<file path="src/rtl/keypad_pkg.sv">
// Shared types and key map for the 4x4 matrix keypad scanner.
package keypad_pkg;

  typedef enum logic [1:0] {SCAN, DEB_PRESS, HELD, DEB_RELEASE} scan_state_t;
  typedef enum logic [1:0] {RES_NONE, RES_SINGLE, RES_MULTI} scan_res_t;

  localparam logic [3:0] KEY_STAR = 4'hE;
  localparam logic [3:0] KEY_HASH = 4'hF;

  function automatic logic [3:0] keymap(input logic [1:0] row, input logic [1:0] col);
    logic [3:0] code;
    code = '0;
    case ({row, col})
      4'h0: code = 4'h1;
      4'h1: code = 4'h2;
      4'h2: code = 4'h3;
      4'h3: code = 4'hA;
      4'h4: code = 4'h4;
      4'h5: code = 4'h5;
      4'h6: code = 4'h6;
      4'h7: code = 4'hB;
      4'h8: code = 4'h7;
      4'h9: code = 4'h8;
      4'hA: code = 4'h9;
      4'hB: code = 4'hC;
      4'hC: code = KEY_STAR;
      4'hD: code = 4'h0;
      4'hE: code = KEY_HASH;
      4'hF: code = 4'hD;
      default: code = '0;
    endcase
    return code;
  endfunction

endpackage

</file>
<file path="src/rtl/keypad_col_driver.sv">
// Column rotation for the keypad: one active-low column per slot, with
// sample and scan-end strobes on the last tick of each slot.
module keypad_col_driver
  import keypad_pkg::*;
#(
  parameter int unsigned SCAN_TICKS = 1000
) (
  input  logic       clk,
  input  logic       rst,
  input  logic       scan_en,
  output logic [3:0] col_n,
  output logic [1:0] col_idx,
  output logic       sample,
  output logic       scan_end
);

  localparam int unsigned TW = (SCAN_TICKS > 1) ? $clog2(SCAN_TICKS) : 1;
  localparam logic [TW-1:0] TICK_LAST = TW'(SCAN_TICKS - 1);

  logic          active;
  logic [TW-1:0] tick;
  logic [1:0]    col;

  // One idle cycle after enable so every scan starts cleanly at column 0.
  always_ff @(posedge clk or negedge rst) begin
    if (!rst) begin
      active <= 1'b0;
      tick   <= '0;
      col    <= '0;
    end else if (!scan_en) begin
      active <= 1'b0;
      tick   <= '0;
      col    <= '0;
    end else begin
      active <= 1'b1;
      if (active) begin
        if (tick == TICK_LAST) begin
          tick <= '0;
          col  <= col + 2'd1;
        end else begin
          tick <= tick + 1'b1;
        end
      end
    end
  end

  always_comb begin
    col_n = '1;
    if (active) col_n[col] = 1'b0;
  end

  assign col_idx  = col;
  assign sample   = active && (tick == TICK_LAST);
  assign scan_end = sample && (col == 2'd3);

endmodule

</file>
<file path="src/rtl/keypad_scan_ctrl.sv">
// 4x4 keypad scanner: row synchronizer, per-scan result classification and
// press/release debounce FSM emitting one key_valid pulse per press.
module keypad_scan_ctrl
  import keypad_pkg::*;
#(
  parameter int unsigned SCAN_TICKS     = 1000,
  parameter int unsigned DEBOUNCE_SCANS = 4
) (
  input  logic       clk,
  input  logic       rst,
  input  logic       scan_en,
  input  logic [3:0] matricial_lin,
  output logic [3:0] matricial_col,
  output logic       key_valid,
  output logic [3:0] key_code,
  output logic       key_held
);

  localparam int unsigned CW = $clog2(DEBOUNCE_SCANS + 1);
  localparam logic [CW-1:0] DEB_MAX = CW'(DEBOUNCE_SCANS);
  localparam logic [CW-1:0] CNT_ONE = CW'(1);

  logic [1:0] col_idx;
  logic       sample, scan_end;

  keypad_col_driver #(.SCAN_TICKS(SCAN_TICKS)) u_col_driver (
    .clk      (clk),
    .rst      (rst),
    .scan_en  (scan_en),
    .col_n    (matricial_col),
    .col_idx  (col_idx),
    .sample   (sample),
    .scan_end (scan_end)
  );

  logic [3:0] lin_meta, lin_sync;

  always_ff @(posedge clk or negedge rst) begin
    if (!rst) begin
      lin_meta <= '1;
      lin_sync <= '1;
    end else begin
      lin_meta <= matricial_lin;
      lin_sync <= lin_meta;
    end
  end

  scan_res_t  acc_res, scan_res;
  logic [3:0] acc_code, scan_code;
  logic [2:0] slot_cnt;
  logic [1:0] slot_row;

  // scan_res/scan_code fold the current slot into the running result, so on
  // scan_end they already describe the complete scan.
  always_comb begin
    slot_cnt = '0;
    slot_row = '0;
    for (int unsigned i = 0; i < 4; i++) begin
      if (!lin_sync[i]) begin
        slot_cnt = slot_cnt + 3'd1;
        slot_row = 2'(i);
      end
    end
    scan_res  = acc_res;
    scan_code = acc_code;
    if (sample && slot_cnt != 3'd0) begin
      if (slot_cnt == 3'd1 && acc_res == RES_NONE) begin
        scan_res  = RES_SINGLE;
        scan_code = keymap(slot_row, col_idx);
      end else begin
        scan_res = RES_MULTI;
      end
    end
  end

  always_ff @(posedge clk or negedge rst) begin
    if (!rst) begin
      acc_res  <= RES_NONE;
      acc_code <= '0;
    end else if (!scan_en || scan_end) begin
      acc_res  <= RES_NONE;
      acc_code <= '0;
    end else if (sample) begin
      acc_res  <= scan_res;
      acc_code <= scan_code;
    end
  end

  scan_state_t   state;
  logic [3:0]    cand;
  logic [CW-1:0] stable_cnt, rel_cnt, stable_inc, rel_inc;

  assign stable_inc = (stable_cnt == DEB_MAX) ? stable_cnt : stable_cnt + 1'b1;
  assign rel_inc    = (rel_cnt == DEB_MAX) ? rel_cnt : rel_cnt + 1'b1;

  always_ff @(posedge clk or negedge rst) begin
    if (!rst) begin
      state      <= SCAN;
      cand       <= '0;
      stable_cnt <= '0;
      rel_cnt    <= '0;
      key_valid  <= 1'b0;
      key_code   <= '0;
      key_held   <= 1'b0;
    end else begin
      key_valid <= 1'b0;
      if (!scan_en) begin
        state      <= SCAN;
        stable_cnt <= '0;
        rel_cnt    <= '0;
        key_held   <= 1'b0;
      end else if (scan_end) begin
        unique case (state)
          SCAN: begin
            if (scan_res == RES_SINGLE) begin
              cand       <= scan_code;
              stable_cnt <= CNT_ONE;
              if (CNT_ONE == DEB_MAX) begin
                key_valid <= 1'b1;
                key_code  <= scan_code;
                key_held  <= 1'b1;
                state     <= HELD;
              end else begin
                state <= DEB_PRESS;
              end
            end
          end
          DEB_PRESS: begin
            if (scan_res == RES_SINGLE && scan_code == cand) begin
              stable_cnt <= stable_inc;
              if (stable_inc == DEB_MAX) begin
                key_valid <= 1'b1;
                key_code  <= cand;
                key_held  <= 1'b1;
                state     <= HELD;
              end
            end else if (scan_res == RES_SINGLE) begin
              cand       <= scan_code;
              stable_cnt <= CNT_ONE;
            end else begin
              stable_cnt <= '0;
              state      <= SCAN;
            end
          end
          HELD: begin
            if (scan_res == RES_NONE) begin
              if (CNT_ONE == DEB_MAX) begin
                rel_cnt    <= '0;
                stable_cnt <= '0;
                key_held   <= 1'b0;
                state      <= SCAN;
              end else begin
                rel_cnt <= CNT_ONE;
                state   <= DEB_RELEASE;
              end
            end
          end
          DEB_RELEASE: begin
            if (scan_res == RES_NONE) begin
              if (rel_inc == DEB_MAX) begin
                rel_cnt    <= '0;
                stable_cnt <= '0;
                key_held   <= 1'b0;
                state      <= SCAN;
              end else begin
                rel_cnt <= rel_inc;
              end
            end else begin
              rel_cnt <= '0;
              state   <= HELD;
            end
          end
          default: state <= SCAN;
        endcase
      end
    end
  end

endmodule

</file>
<file path="config.mk">
export PLATFORM = sky130hd
export DESIGN_NAME = keypad_scan_ctrl
export DESIGN_NICKNAME = d
export VERILOG_FILES = /design/src/rtl/keypad_pkg.sv /design/src/rtl/keypad_col_driver.sv /design/src/rtl/keypad_scan_ctrl.sv
export SDC_FILE = /design/constraint.sdc
export NUM_CORES = 1
export LEC_CHECK = 0
export BUFFER_PORTS_ARGS = -buffer_cell sky130_fd_sc_hd__buf_2
export CORE_ASPECT_RATIO = 0.5
export CORE_UTILIZATION = 61
export CTS_BUF_LIST = sky130_fd_sc_hd__clkbuf_8
export CTS_CLUSTER_DIAMETER = 60
export DETAILED_ROUTE_END_ITERATION = 12
export HOLD_SLACK_MARGIN = 0.06
export PLACE_DENSITY = 0.8
export SYNTH_ARGS = -nofsm -noshare
export SYNTH_HDL_FRONTEND = slang
export SYNTH_SLANG_ARGS = --single-unit
</file>
<file path="constraint.sdc">
create_clock -name clk -period 5.2 [get_ports clk]
set_input_delay 0.78 -clock clk [delete_from_list [all_inputs] [get_ports clk]]
set_output_delay 0.78 -clock clk [all_outputs]
set_load 0.01 [all_outputs]
</file>
### After elaboration in Yosys (flattened, before gate mapping)

Memories as Yosys holds them, arrays and structs flattened.
Cells that the tools add are included.

* logic and storage cells: 140
* bits in read-only memories: 64
* input bits: 7
* bits in registers: 45
* memories: 1
* output and inout bits: 10

Memory list
* (no name shown): words 16, width 4, read ports 1, clocked after Yosys merged registers in 0, wr ports 0, line keypad_pkg.sv:13 `case ({row, col})`

* eq/ne operators: 28
* bitwise logic cells: 1
* add/subtract/negate cells: 7
* reductions and logical operators: 21
* $lt $le $gt $ge: 2
* muxes and demuxes: 66

Operators with widths (number)
* $mux 3: 16
* $mux 2: 18
* $mux 10: 3
* $mux 4: 7
* $ne 3x3->1 const B: 6
* $mux 1: 16
* $add 3x1->3 const B: 5
* $eq 3x3->1 const B: 4
* $ne 4x4->1 const B: 3
* $reduce_and 6->1: 2
* $add 10x1->10 const B: 1
* $eq 10x10->1 const B: 1
* $reduce_and 5->1: 2
* $pmux 3 s3: 1
* $pmux 2 s4: 1
* $pmux 4 s2: 1
* $eq 2x2->1 const B: 3
* $logic_and 1x1->1: 6
* $logic_not 2->1: 3
* $ne 2x1->1 const B: 3
* $ne 3x1->1 const B: 2
* $pmux 3 s2: 1
* $eq 2x1->1 const B: 2
* $eq 4x4->1: 1
* 16 further kinds: 17

### Longest topological paths before layout

Gate-level depths: netlist (run 1).

* word-level depth: 17
* mapped depth: 11
* mapped depth without buffers: 11

### By module

A second synthesis (run 1) with hierarchy kept.

* cells, all modules: 291
* area total of the unflattened synthesis: 2916.5 um2

Modules (own cells, without submodules)
* keypad_scan_ctrl: instances 1, seq. area each 810.8 um2, cells each 214, area an instance 2162.1 um2
* keypad_col_driver: instances 1, seq. area each 325.3 um2, cells each 77, area an instance 754.5 um2

### Worst setup path after synthesis (run 1)

Ideal clock, no wire load.

* path kind: register to register
* from: register lin_sync[1]
* to: register key_code[0]
* path buffers: 0
* stages on the path, launching flop included: 12
* path slack: 1492 ps
* arrival: 3581 ps
* data required time: 5072 ps
* clock period less this slack: 3708 ps
* setup time: 128 ps
* path through: dfstp_2 inv_1 ha_1 xnor2_1 ha_1 or4b_1 o22ai_4 o211a_4 mux2i_1 o211ai_1 nor3_4 mux2_1

* longest elaborated chain between the ends: 12
* elaborated cells between the ends (all ways): 21
* classes of those cells: add/sub (2); eq/ne (3); mux (10); reduce/logical (5); memory (1)

RTL lines
* start, declared: line keypad_scan_ctrl.sv:36 `logic [3:0] lin_meta, lin_sync;`
* start signal, assigned: line keypad_scan_ctrl.sv:44 `lin_sync <= lin_meta;`
* $mux 3: line keypad_scan_ctrl.sv:59 `if (!lin_sync[i]) begin`
* $add 3x1->3: line keypad_scan_ctrl.sv:60 `slot_cnt = slot_cnt + 3'd1;`
* $mux 3: line keypad_scan_ctrl.sv:59
* $add 3x1->3: line keypad_scan_ctrl.sv:60
* $mux 3: line keypad_scan_ctrl.sv:59
* $eq 3x1->1: line keypad_scan_ctrl.sv:67 `if (slot_cnt == 3'd1 && acc_res == RES_NONE) begin`
* $logic_and 1x1->1: line keypad_scan_ctrl.sv:67
* $mux 4 / $mux 2 (equally long branches): line keypad_scan_ctrl.sv:67
* $mux 4 / $mux 2 (equally long branches): line keypad_scan_ctrl.sv:66 `if (sample && slot_cnt != 3'd0) begin`
* $eq 4x4->1 / $eq 2x1->1 (equally long branches): line keypad_scan_ctrl.sv:129 `if (scan_res == RES_SINGLE && scan_code == cand) begin`
* $logic_and 1x1->1 *: line keypad_scan_ctrl.sv:129
* $reduce_and 5->1 (no source line) *
* end signal, assigned: line keypad_scan_ctrl.sv:120 `key_code <= scan_code;`
* end signal, assigned: line keypad_scan_ctrl.sv:133 `key_code <= cand;`
* end, declared: line keypad_scan_ctrl.sv:15 `output logic [3:0] key_code,`

Every way passes the cells marked *; elsewhere a longest branch is shown, timed or not.
A chain may end at the register's enable or synchronous reset.

### Worst setup path in the final report (run 1)

* from: register lin_sync[1]
* to: register key_code[3]

Same word-level chain as after synthesis.

==> flow_metrics.env, run 1 <==
export IMPL_postSynth_asyncResetShare_pct=100.0
export IMPL_cts_root_buffer="clkbuf_8"
export IMPL_cts_resized=0
export IMPL_ios=17
export IMPL_crit_required_ns=5.40
export IMPL_rows=18
export IMPL_ys_seq_elements=45
export IMPL_yosys_warnings=0
export IMPL_firstDrtPassIters=5
export IMPL_rsz0062_at_grt="false"
export IMPL_clk_latency_ns=0.30
export IMPL_postCtsHoldBufs=0
export IMPL_pwr_share_clk_pct=38.7
export IMPL_crit_fanout=7
export IMPL_vias_per_cell=6.229
export IMPL_syn_avg_cell_area_um2=9.538
export IMPL_hp_class="flip-flop to flip-flop"
export IMPL_clock_path_buffers=2
export IMPL_dp_hpwl_um=5074
export IMPL_postRouteAntennaNets=0
export IMPL_critPathLaunchType="flip-flop"
export IMPL_cts_tree="yes"
export IMPL_syn_nets=355
export IMPL_postCtsSetupBuffers=0
export IMPL_comb_power_share_pct=9.6
export IMPL_cellLeakagePower_nw=1.395
export IMPL_end_kind="flip-flop"
export IMPL_worst_clock_skew_ns=0.009597
export IMPL_drc_errors=0
export IMPL_synth_top_area_share_pct=29.51
export IMPL_globalRouteOverflowTotal=0
export IMPL_synth_ff_type="dfrtp_1"
export IMPL_timing_fmax_ghz=0.2428
export IMPL_yosys_cell_count_top_type="dfrtp_1"
export IMPL_drv_cap=0
export IMPL_wl_per_cell_um=16.70
export IMPL_grt_pass1_vias=2364
export IMPL_netlist_area_mm2=0.003138
export IMPL_cts_buffers=5
export IMPL_synthTopCellsByCount="dfrtp_1 (37), nand2_1 (28), nor2_1 (21)"
export IMPL_synthTopCellsByArea="dfrtp_1 (30%), ha_1 (7.6%), dfstp_2 (6.7%)"
export IMPL_place_congestion=0.9349
export IMPL_clk_pin_slew_ns=0.09
export IMPL_drv_slew=0
export IMPL_die_area_mm2=0.005452
export IMPL_power_internal_w=0.0005393
export IMPL_pwr_share_seq_pct=51.6
export IMPL_critPathArrivalTime_ns=4.31
export IMPL_run_status="complete, no violations"
export IMPL_drive_above_1_share_pct=15.94
export IMPL_area_delta_synth_final_pct=7.935
export IMPL_nNetsFinal=370
export IMPL_worst_slew_pin_slew_ns=0.9747
export IMPL_wl_um=6931
export IMPL_via_count=2585
export IMPL_grt_usage_pct=28.06
export IMPL_switching_share_pct=24.27
export IMPL_antenna_found_initial=0
export IMPL_synth_edff_count=0
export IMPL_vdd_drop_max_v=0.0001391
export IMPL_die_x_um=103.4
export IMPL_post_synth_top_area_cell="dfrtp_1"
export IMPL_slew_headroom_pct=35.02
export IMPL_portBuffers=16
export IMPL_place_area_mm2=0.003271
export IMPL_syn_inst=329
export IMPL_initial_core_util_pct=63.62
export IMPL_tns_ns=0
export IMPL_fillerInstances=400
export IMPL_grt_max_degree=46
export IMPL_fin_crit_sh_pct=79.21
export IMPL_insertedDiodeCount=0
export IMPL_fp_dieH_um=52.72
export IMPL_cts_sinks=45
export IMPL_fin_crit_ns=4.119
export IMPL_final_area_mm2=0.003387
export IMPL_synth_cell_types=67
export IMPL_p_sw_w=0.0001728
export IMPL_drtIter0Drc=221
export IMPL_grt_pass1_wl_um=11480
export IMPL_setup_viol=0
export IMPL_final_hold_violation_count=0
export IMPL_yosysSeqAreaShare_pct=36.20
export IMPL_core_mm2=0.004932
export IMPL_p_per_area_mw_per_mm2=210.2
export IMPL_h_tree_depth=2
export IMPL_critPathKind="flip-flop to flip-flop"
-- kinds of logic (layout without fill, tap and decap cells) --
kind of cell	after synthesis	after routing	synth area share, %
buf+inv	27	43	3.389
xor+xnor	9	9	2.512
fa+ha+maj	19	19	7.576
simple gates	126	126	22.77
mux	17	17	5.901
flops	45	45	36.20
compound gates	86	86	21.65
-- routing by layer --
metal,global-route usage [%],share of wire [%],vias up
met5,0,0,-
met4,6.103,0.62,0
met3,5.467,5.8,8
met2,45.25,46,89
met1,39.05,47,1255
li1,-,-,1233
-- power groups by stage --
stage | logic [W] | registers [W] | clock network, W
after floorplan | 0.0000513 | 0.000370 | 0
after global placement | 0.0000636 | 0.000373 | 0
after detailed placement | 0.0000678 | 0.000374 | 0
after CTS | 0.0000684 | 0.000368 | 0.000278
after global routing | 0.0000773 | 0.000369 | 0.000294
final | 0.0000686 | 0.000368 | 0.000276
-- worst max-delay path: stages, from the launching register on --
cell and delay, ns:
dfstp_2 0.59, inv_1 0.05, ha_1 0.33, xnor2_1 0.39
ha_1 0.34, or4b_1 0.54, o22ai_4 0.25, o211a_4 0.25
mux2i_1 0.34, o211ai_1 0.23, nor3_4 0.34, mux2_1 0.35
-- stage by stage --
stage	instances	power (W)	util [%]	setup WS (ns)	hold slack, ns
final	415	0.0007121	68.67	1.081	0.3597
after CTS	415	0.0007139	68.67	1.085	0.3598
after global placement	407	0.0004371	66.31	1.354	0.3464
after detailed placement	407	0.0004419	66.31	1.118	0.3481
after floorplan	329	0.0004211	-	1.492	0.3452
after global routing	415	0.0007401	68.67	0.7977	0.3630
-- registers in the layout, summed over array words and instances, names as in the netlist --
register              cells
acc_code                  4
acc_res                   2
cand                      4
key_code                  4
key_held                  1
key_valid                 1
lin_meta                  4
lin_sync                  4
rel_cnt                   3
stable_cnt                3
state                     2
u_col_driver.active       1
u_col_driver.col_idx      2
u_col_driver.tick        10
-- final cells by class --
cell class	count	area, µm²	share of cell area [%]
timing repair buffer	16	80.08	2.364
multi-input combinational	257	1896	55.97
inverter	19	71.32	2.106
sequential	45	1136	33.54
clock inverter	2	33.78	0.9974
clock buffer	6	82.58	2.438
tap	70	87.58	2.586
-- placed cells by master, fill, tap and decap left out, types with 8 or more instances in the layout --
cell type / netlist / layout
dfrtp_1: 37 / 37
nand2_1: 28 / 28
nor2_1: 21 / 21
inv_1: 19 / 20
a21oi_1: 20 / 20
ha_1: 19 / 19
buf_2: 4 / 16
o21ai_0: 13 / 13
mux2i_1: 11 / 11
nor2b_1: 10 / 10
nand2b_1: 10 / 10
nand3_1: 9 / 9
dfstp_2: 8 / 8
-- path summary, 6_finish.rpt --
| path | start | endpoint | slack [ns] | cells after the start |
|---|---|---|---|---|
| min in group asynchronous | rst | key_code[3] | 0.63 | 1 |
| max | lin_sync[1] | key_code[3] | 1.08 | 11 |
| min reg2reg | lin_meta[3] | lin_sync[3] | 0.36 | 0 |
| min | lin_meta[3] | lin_sync[3] | 0.36 | 0 |
| max reg2reg | lin_sync[1] | key_code[3] | 1.08 | 11 |
| max in group asynchronous | rst | u_col_driver.col_idx[1] | 3.97 | 1 |
(Power assumes the default switching activity.)
==> inputs of run 2 (changes only) <==
==> constraint.sdc (replaced) <==
create_clock -name clk -period 4.1 [get_ports clk]
set_input_delay 0.615 -clock clk [delete_from_list [all_inputs] [get_ports clk]]
set_output_delay 0.615 -clock clk [all_outputs]
set_load 0.01 [all_outputs]
==> flow_metrics.env, run 2 (synthesized netlist as in run 1, its figures left out) <==
export IMPL_drv_cap=0
export IMPL_wl_per_cell_um=16.83
export IMPL_largest_register_ffs=10
export IMPL_mostFrequentLayoutCells="dfrtp_1 (37), nand2_1 (28), inv_1 (21), nor2_1 (21), a21oi_1 (20)"
export IMPL_rsz0062_at_grt="false"
export IMPL_via_count=2594
export IMPL_drive_above_1_share_pct=16.47
export IMPL_cts_tree="yes"
export IMPL_firstDrtPassIters=6
export IMPL_hp_class="flip-flop to flip-flop"
export IMPL_grt_use_met1_pct=38.55
export IMPL_final_common_cell="dfrtp_1"
export IMPL_clock_path_buffers=2
export IMPL_timing_fmax_ghz=0.2573
export IMPL_cts_buffers=5
export IMPL_fin_crit_ns=3.887
export IMPL_critPathLaunchType="flip-flop"
export IMPL_critPathKind="flip-flop to flip-flop"
export IMPL_min_from="lin_meta[0]"
export IMPL_rows=18
export IMPL_vdd_drop_max_v=0.0001611
export IMPL_wl_um=7001
export IMPL_hold_ws_ns=0.3515
export IMPL_worst_clock_skew_ns=0.01795
export IMPL_fp_dieH_um=52.72
export IMPL_ios=17
export IMPL_insertedDiodeCount=0
export IMPL_antenna_found_initial=0
export IMPL_clk_pin_slew_ns=0.09
export IMPL_portBuffers=16
export IMPL_initial_core_util_pct=63.62
export IMPL_area_delta_synth_final_pct=7.416
export IMPL_reg2reg_slack_ns=0.21
export IMPL_top_register="u_col_driver.tick"
export IMPL_grt_pass1_wl_um=11530
export IMPL_met3_usage_pct=7.200
export IMPL_cts_root_buffer="clkbuf_8"
export IMPL_final_hold_violation_count=0
export IMPL_worst_slew_pin_slew_ns=0.9920
export IMPL_startpoint="lin_sync[1]"
export IMPL_grt_usage_pct=28.28
export IMPL_drv_slew=0
export IMPL_vias_per_cell=6.236
export IMPL_globalRouteOverflowTotal=0
export IMPL_crit_fanout=7
export IMPL_slew_headroom_pct=33.86
export IMPL_cellLeakagePower_nw=1.399
export IMPL_setup_viol=0
export IMPL_die_area_mm2=0.005452
export IMPL_h_tree_depth=2
export IMPL_nNetsFinal=371
export IMPL_clk_latency_ns=0.31
export IMPL_drtIter0Drc=235
export IMPL_reg2reg_from="lin_sync[1]"
export IMPL_core_mm2=0.004932
export IMPL_place_congestion=0.9391
export IMPL_critPathArrivalTime_ns=4.09
export IMPL_grt_pass1_vias=2432
export IMPL_postRouteAntennaNets=0
export IMPL_drc_errors=0
export IMPL_die_x_um=103.4
export IMPL_cts_sinks=45
export IMPL_run_status="complete, no violations"
export IMPL_p_per_area_mw_per_mm2=244.7
export IMPL_postCtsHoldBufs=0
export IMPL_end_kind="flip-flop"
export IMPL_grt_max_degree=46
export IMPL_crit_required_ns=4.30
export IMPL_grt_busiest_layer="met2"
export IMPL_tns_ns=0
export IMPL_fin_crit_sh_pct=94.79
export IMPL_dp_hpwl_um=5032
export IMPL_fillerInstances=390
export IMPL_use_met2_pct=43.82
==> run 2: cell types whose count changed in the layout (fill, tap and decap cells not counted) <==
| cell | delta |
|---|---|
| bufinv_16 | -1 |
| xnor2_1 | -1 |
| xnor2_2 | +1 |
| clkbuf_8 | -1 |
| inv_1 | +1 |
| clkinv_2 | +1 |
| buf_4 | +1 |
| mux2i_2 | +1 |
| mux2i_1 | -1 |
==> run 2: routing by layer <==
layer | share of wire, % | wire length [µm] | vias to the layer above
met5 | 0 | 0 | -
met4 | 1.1 | 80 | 0
met3 | 6.3 | 443 | 14
met2 | 45 | 3130 | 96
met1 | 48 | 3347 | 1245
li1 | - | - | 1239
==> run 2: area by class of cell <==
class	count	area, µm²	share of cell area, %
clock inverters	3	12.51	0.3712
clock buffers	5	68.82	2.042
multi-input cells	257	1907	56.57
inverters	19	71.32	2.116
repair buffers	17	87.58	2.598
flip-flops and latches	45	1136	33.70
well taps	70	87.58	2.598
==> run 2: worst paths after layout <==
check	end	depth (start not counted)
setup / recovery	key_code[3]	11
hold / removal	lin_sync[0]	0
setup reg to reg	key_code[3]	11
hold reg to reg	lin_sync[0]	0
max in group asynchronous	u_col_driver.active	1
min in group asynchronous	key_code[3]	1
==> run 2: timing repair <==
action | in CTS | in global routing
endpoints found under the setup margin | 0 | 6
buffers inserted | 0 | 0
resized for setup | 0 | 2
==> run 2: per-stage QoR <==
stage               std cells  setup slack, ns  utilization (%)  total power, W  area (µm²)
floorplan                 329           0.3918                -       0.0005341        3138
global placement          408           0.2525            66.46       0.0005543        3278
detailed placement        408          0.02736            66.46       0.0005609        3278
CTS                       416          0.03091            68.11       0.0008223        3359
global route              416          0.03601            68.34       0.0008538        3371
finish                    416           0.2135            68.34       0.0008247        3371
==> run 2: worst max-delay path: stages, from the launching register on <==
cell and delay, ns:
dfstp_2 0.59, inv_1 0.05, ha_1 0.35, xnor2_2 0.29, ha_1 0.31, or4b_1 0.54
o22ai_4 0.25, o211a_4 0.26, mux2i_1 0.31, o211ai_1 0.24, nor3_4 0.27, mux2_1 0.35
==> run 2: power breakdown <==
group | total [W] | switching (W) | internal [W]
Sequential | 0.000467 | 0.0000117 | 0.000455
Clock | 0.000269 | 0.000154 | 0.000115
Combinational | 0.0000886 | 0.0000550 | 0.0000336
Total | 0.000825 | 0.000221 | 0.000604
==> inputs of run 3 (changes only) <==
--- a/config.mk
+++ b/config.mk
@@ -5,6 +5,7 @@
 export SDC_FILE = /design/constraint.sdc
 export NUM_CORES = 1
 export LEC_CHECK = 0
+export ABC_AREA = 1
 export BUFFER_PORTS_ARGS = -buffer_cell sky130_fd_sc_hd__buf_2
 export CORE_ASPECT_RATIO = 0.5
 export CORE_UTILIZATION = 61
==> flow_metrics.env, run 3 <==
export IMPL_worst_slew_pin_slew_ns=0.9795
export IMPL_postRouteAntennaNets=0
export IMPL_clk_pin_slew_ns=0.08
export IMPL_yosys_warnings=0
export IMPL_clock_path_buffers=2
export IMPL_initial_core_util_pct=65.75
export IMPL_vdd_drop_max_v=0.0002061
export IMPL_drv_cap=0
export IMPL_instances_no_fill=477
export IMPL_synthTopCellsByArea="dfrtp_1 (31%), nand2_1 (13%), ha_1 (7.9%)"
export IMPL_mostFrequentLayoutCells="nand2_1 (101), inv_1 (52), nor2_1 (39)"
export IMPL_reg2reg_slack_ns=0.96
export IMPL_grt_busiest_layer="met2"
export IMPL_postSynth_asyncResetShare_pct=100.0
export IMPL_cellLeakagePower_nw=1.609
export IMPL_via_count=2575
export IMPL_dpl_worst_slack_ns=0.9999
export IMPL_synth_top_family_by_area="simple AND/OR/NAND/NOR gates"
export IMPL_postCtsHoldBufs=0
export IMPL_grt_pass1_vias=2386
export IMPL_cts_root_buffer="clkbuf_8"
export IMPL_ys_seq_elements=45
export IMPL_nNetsFinal=436
export IMPL_largest_register_ffs=10
export IMPL_postLayoutSetupSlackWorst_ns=0.9636
export IMPL_ios=17
export IMPL_yosys_area_share_adder_pct=7.943
export IMPL_h_tree_depth=2
export IMPL_drive_above_1_share_pct=15.57
export IMPL_syn_inst=391
export IMPL_grt_pass1_wl_um=10520
export IMPL_met3_usage_pct=6.586
export IMPL_grt_use_met1_pct=36.28
export IMPL_synth_xor_xnor_area_share_pct=2.048
export IMPL_run_status="complete, no violations"
export IMPL_synth_area_mux_share_pct=0
export IMPL_yosys_cell_count_top_type="nand2_1"
export IMPL_hold_ws_ns=0.3575
export IMPL_crit_fanout=8
export IMPL_drv_slew=0
export IMPL_grt_max_degree=46
export IMPL_core_mm2=0.004552
export IMPL_wl_um=5996
export IMPL_rsz0062_at_grt="false"
export IMPL_final_hold_violation_count=0
export IMPL_die_x_um=101.1
export IMPL_synthSimpleGateAreaFrac_pct=36.20
export IMPL_antenna_found_initial=0
export IMPL_vias_per_cell=5.398
export IMPL_hp_class="flip-flop to flip-flop"
export IMPL_rows=17
export IMPL_yosysSeqAreaShare_pct=37.96
export IMPL_worst_clock_skew_ns=0.005490
export IMPL_drtIter0Drc=99
export IMPL_place_congestion=0.9127
export IMPL_synth_cell_types=41
export IMPL_fin_crit_ns=3.136
export IMPL_netlist_area_mm2=0.002993
export IMPL_startpoint="lin_sync[1]"
export IMPL_drc_errors=0
export IMPL_cts_buffers=5
export IMPL_area_delta_synth_final_pct=7.065
export IMPL_synth_top_area_share_pct=30.94
export IMPL_min_from="lin_meta[3]"
export IMPL_r2r_end="cand[1]"
export IMPL_fp_dieH_um=51.53
export IMPL_dp_cells=469
export IMPL_synthTopCellsByCount="nand2_1 (101), inv_1 (49), nor2_1 (39)"
export IMPL_p_per_area_mw_per_mm2=295.1
export IMPL_syn_avg_cell_area_um2=7.654
export IMPL_cts_resized=0
export IMPL_critPathCapture="cand[1]"
export IMPL_cts_tree="yes"
export IMPL_postCtsSetupBuffers=0
export IMPL_setup_viol=0
export IMPL_rr_worst_depth=20
export IMPL_critPathKind="flip-flop to flip-flop"
export IMPL_grt_usage_pct=26.65
export IMPL_final_common_cell="nand2_1"
export IMPL_portBuffers=16
export IMPL_reg2reg_from="lin_sync[1]"
export IMPL_fillerInstances=381
export IMPL_timing_fmax_ghz=0.3188
export IMPL_critPathLaunchType="flip-flop"
export IMPL_globalRouteOverflowTotal=0
export IMPL_syn_nets=417
export IMPL_clk_latency_ns=0.31
export IMPL_wl_per_cell_um=12.57
export IMPL_insertedDiodeCount=0
export IMPL_fin_crit_sh_pct=76.50
export IMPL_crit_required_ns=4.34
export IMPL_critPathArrivalTime_ns=3.37
export IMPL_slew_headroom_pct=34.70
export IMPL_end_kind="flip-flop"
export IMPL_synth_edff_count=0
export IMPL_use_met2_pct=42.63
export IMPL_top_register="u_col_driver.tick"
export IMPL_place_area_mm2=0.003124
export IMPL_final_area_mm2=0.003204
export IMPL_firstDrtPassIters=4
export IMPL_synth_ff_type="dfrtp_1"
export IMPL_dp_hpwl_um=4527
export IMPL_cts_sinks=45
export IMPL_post_synth_top_area_cell="dfrtp_1"
export IMPL_tns_ns=0
export IMPL_synth_compound_area_share_pct=7.860
export IMPL_die_area_mm2=0.005208
## run 3: how the worst min path moves through the flow
| stage | endpoint | cells past startpoint |
|---|---|---|
| 2_1_floorplan | acc_code[0] | 0 |
| 3_3_place_gp | lin_sync[3] | 0 |
| 3_5_place_dp | lin_sync[3] | 0 |
| 4_1_cts | lin_sync[3] | 0 |
| 5_1_grt | lin_sync[0] | 0 |
| 6_report | lin_sync[3] | 0 |
## run 3: cell families (layout without fill, tap and decap cells)
group	Yosys count	in the layout
AOI/OAI and AO/OA	41	41
xor gates and xnor gates	7	7
adders and majority gates	19	19
buffers and inverters	59	79
DFF	45	45
and+or+nand+nor	220	220
## run 3: critical path, stage by stage, from the launching register on
cell and delay, ns:
dfstp_2 0.53, inv_1 0.08, ha_1 0.33, inv_1 0.06, nand2_1 0.06, nand2_1 0.11, inv_1 0.05, ha_1 0.30
nand2_1 0.07, nand2_1 0.12, nor2_8 0.15, nand4_4 0.16, clkinv_1 0.08, nand2_1 0.07, nand3_1 0.07, nand2_1 0.10
nor2_4 0.23, nand3_2 0.16, nand2_2 0.18, nand2_1 0.07, o21ai_1 0.08
## run 3: power breakdown
part | switching (W) | total [W] | internal [W]
sequential | 0.0000232 | 0.000495 | 0.000472
combinational | 0.000118 | 0.000181 | 0.0000639
clock | 0.000155 | 0.000268 | 0.000114
total | 0.000295 | 0.000945 | 0.000650
## run 3: final cells by class
| class | count | area, µm² | share of cell area (%) |
|---|---|---|---|
| Clock buffer | 5 | 68.82 | 2.148 |
| Clock inverter | 3 | 11.26 | 0.3514 |
| Inverter | 55 | 207.7 | 6.482 |
| Multi-Input combinational cell | 287 | 1618 | 50.49 |
| Sequential cell | 45 | 1136 | 35.45 |
| Tap cell | 66 | 82.58 | 2.577 |
| Timing Repair Buffer | 16 | 80.08 | 2.499 |
## run 3: per-stage QoR
stage          power (W)  utilization [%]
2_1_floorplan  0.0006374                -
3_3_place_gp   0.0006763            68.64
3_5_place_dp   0.0006826            68.64
4_1_cts        0.0009508            70.40
5_1_grt        0.0009966            70.40
6_report       0.0009455            70.40
## run 3: per-layer routing
layer  vias up  wire length, µm
li1       1284                -
met4         0               65
met5         -                0
met2        72             2576
met1      1209             2981
met3        10              372
